==> src/rtl/renkon_conv_wbuf.sv <==
// Weight-register bank for the renkon convolution core: FSIZE*FSIZE load chain with fill-tracking FSM.
// Define RENKON_WBUF_DBUF_EN for a separate active (shadow-swapped) bank; otherwise weight is the load chain.
module renkon_conv_wbuf #(
    parameter int DWIDTH = 16,
    parameter int FSIZE  = 5,
    parameter int CWIDTH = 7
) (
    input  logic                             clk,
    input  logic                             xrst,
    input  logic                             wreg_we,
    input  logic [DWIDTH-1:0]                read_weight,
    input  logic                             wreg_clear,
    input  logic                             wreg_swap,
    output logic [DWIDTH*FSIZE*FSIZE-1:0]    weight,
    output logic                             wreg_full,
    output logic                             wreg_ovf,
    output logic [CWIDTH-1:0]                wreg_cnt
);

    localparam int N = FSIZE * FSIZE;

    typedef enum logic [1:0] {
        EMPTY   = 2'd0,
        LOADING = 2'd1,
        FULL    = 2'd2
    } state_t;

    state_t              state, state_nxt;
    logic [CWIDTH-1:0]   cnt, cnt_nxt;
    logic                accept;
    logic                ovf_nxt;
    logic signed [DWIDTH-1:0] lchain [N];
`ifdef RENKON_WBUF_DBUF_EN
    logic                swap_acc;
    logic signed [DWIDTH-1:0] abank [N];
`endif

    // Priority: clear, then a swap taken only when full, then a write.
    always_comb begin
        state_nxt = state;
        cnt_nxt   = cnt;
        accept    = 1'b0;
        ovf_nxt   = 1'b0;
`ifdef RENKON_WBUF_DBUF_EN
        swap_acc  = 1'b0;
`endif
        if (wreg_clear) begin
            state_nxt = EMPTY;
            cnt_nxt   = '0;
        end else if (wreg_swap && state == FULL) begin
`ifdef RENKON_WBUF_DBUF_EN
            swap_acc  = 1'b1;
`endif
            state_nxt = EMPTY;
            cnt_nxt   = '0;
        end else if (wreg_we) begin
            case (state)
                FULL: ovf_nxt = 1'b1;
                default: begin
                    accept    = 1'b1;
                    cnt_nxt   = cnt + 1'b1;
                    state_nxt = (cnt_nxt == CWIDTH'(N)) ? FULL : LOADING;
                end
            endcase
        end
    end

    always_ff @(posedge clk or negedge xrst) begin
        if (!xrst) begin
            state    <= EMPTY;
            cnt      <= '0;
            wreg_ovf <= 1'b0;
        end else begin
            state    <= state_nxt;
            cnt      <= cnt_nxt;
            wreg_ovf <= ovf_nxt;
        end
    end

    // Load chain: oldest word drifts toward tap 0.
    always_ff @(posedge clk or negedge xrst) begin
        if (!xrst) begin
            for (int i = 0; i < N; i++) lchain[i] <= '0;
        end else if (accept) begin
            for (int i = 0; i < N - 1; i++) lchain[i] <= lchain[i+1];
            lchain[N-1] <= read_weight;
        end
    end

`ifdef RENKON_WBUF_DBUF_EN
    always_ff @(posedge clk or negedge xrst) begin
        if (!xrst) begin
            for (int i = 0; i < N; i++) abank[i] <= '0;
        end else if (swap_acc) begin
            for (int i = 0; i < N; i++) abank[i] <= lchain[i];
        end
    end

    always_comb begin
        for (int i = 0; i < N; i++) weight[DWIDTH*i +: DWIDTH] = abank[i];
    end
`else
    always_comb begin
        for (int i = 0; i < N; i++) weight[DWIDTH*i +: DWIDTH] = lchain[i];
    end
`endif

    assign wreg_full = (state == FULL);
    assign wreg_cnt  = cnt;

endmodule

==> config.mk <==
export PLATFORM = sky130hd
export DESIGN_NAME = renkon_conv_wbuf
export DESIGN_NICKNAME = d
export VERILOG_FILES = /design/src/rtl/renkon_conv_wbuf.sv
export SDC_FILE = /design/constraint.sdc
export NUM_CORES = 1
export LEC_CHECK = 0
export ABC_AREA = 1
export CORE_ASPECT_RATIO = 0.5
export CORE_MARGIN = 2
export CORE_UTILIZATION = 52
export DETAILED_ROUTE_END_ITERATION = 7
export PLACE_DENSITY_LB_ADDON = 0.25
export SYNTH_ARGS = -nofsm -noshare
export SYNTH_HDL_FRONTEND = slang
export SYNTH_SLANG_ARGS = --single-unit
==> constraint.sdc <==
create_clock -name clk -period 3.15 [get_ports clk]
set_clock_uncertainty 0.05 [all_clocks]
set_input_delay 0.7875 -clock clk [delete_from_list [all_inputs] [get_ports clk]]
set_output_delay 0.7875 -clock clk [all_outputs]
set_load 0.05 [all_outputs]
==> impl_metrics.env <==
export IMPL_drive_above_1_share=0.0372
export IMPL_multi_input_area_mm2=0.00469
export IMPL_route_layer_met1_wl_um=17500
export IMPL_min_period_over_period=0.892
export IMPL_drc_errors=0
export IMPL_final_min_clock_period_ps=2810
export IMPL_post_dp_hpwl_um=29100
export IMPL_grt_util_all_layers=0.270
export IMPL_ratio_of_routed_vias_to_standard_cells=4.93
export IMPL_power_per_cell_area_mw_per_mm2=723
export IMPL_maxCapViolCount=0
export IMPL_insertion_delay_ps=510
export IMPL_seqCellArea_mm2=0.0103
export IMPL_ctsHoldBuffers=0
export IMPL_layout_filler_cells=2229
export IMPL_routed_met2_length_um=20800
export IMPL_cp_data_required_time_ps=2310
export IMPL_fp_dieH_um=127
export IMPL_timing_final_max_slew_violations=0
export IMPL_flow_area_growth_from_synthesis_pct=35.6
export IMPL_hold_viol=0
export IMPL_drt_initial_drc_count=954
export IMPL_setup_violations_final=0
export IMPL_grt_pass1_wl_um=67700
export IMPL_start_kind="register"
export IMPL_clock_sinks=410
export IMPL_placeableCoreArea_mm2=0.0293
export IMPL_synth_cell_area_mm2=0.0157
export IMPL_antenna_left=0
export IMPL_post_synth_num_cell_types=17
export IMPL_worst_ir_drop_vdd_mv=0.527
export IMPL_max_freq_mhz=356
export IMPL_run_status="completed"
export IMPL_dr_max_layer_used="met4"
export IMPL_cp_max_fo=4
export IMPL_route_detailed_wl_per_inst_um=16.6
export IMPL_synth_top_area_share=0.653
export IMPL_cts_inserted_buffers=37
export IMPL_synth_yosys_warnings=0
export IMPL_worst_slew_margin_rel=0.284
export IMPL_post_synth_inst_count=1751
export IMPL_drt_pass1_iter_count=5
export IMPL_min_delay_worst_type="in -> async"
export IMPL_postCtsSetupBuffers=0
export IMPL_gr_total_overflow=0
export IMPL_grt_max_degree=224
export IMPL_count_of_pins_on_the_block_boundary=430
export IMPL_worst_setup_path_end_kind="primary output"
export IMPL_count_of_standard_cell_rows=44
export IMPL_synth_avg_cell_area_um2=8.97
export IMPL_final_net_count=2182
export IMPL_ys_ff_latch=410
export IMPL_postRouteWirelength_um=42500
export IMPL_grt_pass1_vias=12200
export IMPL_diodes=0
export IMPL_synth_sequential_area_ratio=0.653
export IMPL_max_slew_worst_pin_slew_ps=1070
export IMPL_netlist_top_cell_by_area="sky130_fd_sc_hd__dfrtp_1"
export IMPL_maximum_buffer_depth_of_the_clock_tree=3
export IMPL_setup_total_negative_slack_ps=0
export IMPL_rsz0062_at_grt="no"
export IMPL_clk_root_buffer_cell="sky130_fd_sc_hd__clkbuf_16"
export IMPL_path_class="reg -> out"
export IMPL_die_w_um=250
export IMPL_io_buffer_count=429
export IMPL_number_of_antenna_violations_at_the_first_check_in_global_routing=0
export IMPL_fp_dieArea_mm2=0.0317
export IMPL_leak_pwr_nw=11.1
export IMPL_gpl_final_weighted_congestion=0.856
export IMPL_cts_htree_levels=2
export IMPL_postSynthNetCount=1774
export IMPL_detailroute_via_count=12700
export IMPL_cts_repair_resize_count=0
export IMPL_power_total_mw=15.4
export IMPL_dr_wl_met3_um=2430
export IMPL_netlist_top_cells_area="sky130_fd_sc_hd__dfrtp_1 65%, sky130_fd_sc_hd__nand2_1 28%, sky130_fd_sc_hd__buf_6 1.9%, sky130_fd_sc_hd__buf_2 1.2%, sky130_fd_sc_hd__o21ai_0 1.1%"
export IMPL_timing_critical_path_arrival_ps=1970
export IMPL_clock_tree_from_tritoncts="yes"
export IMPL_starting_density_of_the_core=0.535
export IMPL_worst_setup_hold_path_clk_slew_ps=60
==> layout make-up <==
type / instances / area share
multi-input combinational: 1221 / 0.220
tap: 391 / 0.0230
timing repair buffer: 458 / 0.219
sequential: 410 / 0.482
clock buffer: 54 / 0.0493
inverter: 31 / 0.00605
clock inverter: 4 / 0.00112
==> where the power goes <==
part           internal (mW)  leakage [nW]  switching, mW
registers               5.92          5.58          0.567
logic                   1.39          4.98           3.36
clock network           2.30         0.528           1.87
total                   9.61          11.1           5.79
==> cells in the final DEF (no fill, tap or decap), types with 6 or more instances in the layout <==
cell                              Yosys  routed
sky130_fd_sc_hd__nand2_1           1164    1164
sky130_fd_sc_hd__buf_12               0      12
sky130_fd_sc_hd__clkbuf_1             4      11
sky130_fd_sc_hd__nand3_1             10      10
sky130_fd_sc_hd__clkbuf_8             0       6
sky130_fd_sc_hd__clkbuf_16            0      37
sky130_fd_sc_hd__dfrtp_1            410     410
sky130_fd_sc_hd__clkdlybuf4s50_1      0     428
sky130_fd_sc_hd__o21ai_0             34      34
sky130_fd_sc_hd__inv_1               29      29
sky130_fd_sc_hd__buf_4               20      17
==> metrics by stage <==
stage               setup slack (ps)  instance area [um^2]  cells  utilization  hold slack [ps]
detailed placement               539                 20200   2511        0.689              422
global route                     315                 21300   2569        0.726              117
global placement                 569                 20200   2511        0.689              410
finish                           341                 21300   2569        0.726              108
CTS                              342                 21300   2569        0.726              110
floorplan                       1440                 15700   1751            -              399
==> cells in the mapped netlist, drive strengths merged <==
cell,count
o21ai,34
ha,2
dfrtp,410
buf,85
clkbuf,4
o22ai,3
nand3,10
inv,31
nand2,1164
nand4,3
nor2,5
==> per-layer routing <==
metal / up-vias / global-route usage
met3: 99 / 0.0591
met1: 6111 / 0.350
met2: 357 / 0.446
met4: 0 / 0.111
met5: - / 0
li1: 6091 / -
==> flip-flops by register name, summed over array words and instances, names as in the netlist <==
register / count
wreg_cnt: 7
weight: 400
state: 2
wreg_ovf: 1
==> worst paths after layout <==
check                      slack (ps)  cells past startpoint                    start                 endpoint
max                               340                      2     state[0]$_DFFE_PN0P_                wreg_full
min                               110                      1                     xrst  weight[387]$_DFFE_PN0P_
max reg2reg                      1030                      8     state[0]$_DFFE_PN0P_  weight[164]$_DFFE_PN0P_
min reg2reg                       440                      2  weight[218]$_DFFE_PN0P_  weight[218]$_DFFE_PN0P_
max in group asynchronous        2030                      3                     xrst  weight[393]$_DFFE_PN0P_
min in group clk                  440                      2  weight[218]$_DFFE_PN0P_  weight[218]$_DFFE_PN0P_
==> cells by family (layout without fill, tap and decap cells) <==
kind of cell,after synthesis,after routing,synth area share
adders and majority gates,2,2,0.00159
DFF,410,410,0.653
and+or+nand+nor,1182,1182,0.284
AOI/OAI and AO/OA,37,37,0.0120
buffers and inverters,120,547,0.0491
==> worst max-delay path, cell delays in order (launching register included) <==
cell,delay (ps)
sky130_fd_sc_hd__dfrtp_1,420
sky130_fd_sc_hd__nor2_4,190
sky130_fd_sc_hd__clkdlybuf4s50_1,850
Note: power is estimated with default switching activity, not from simulation.
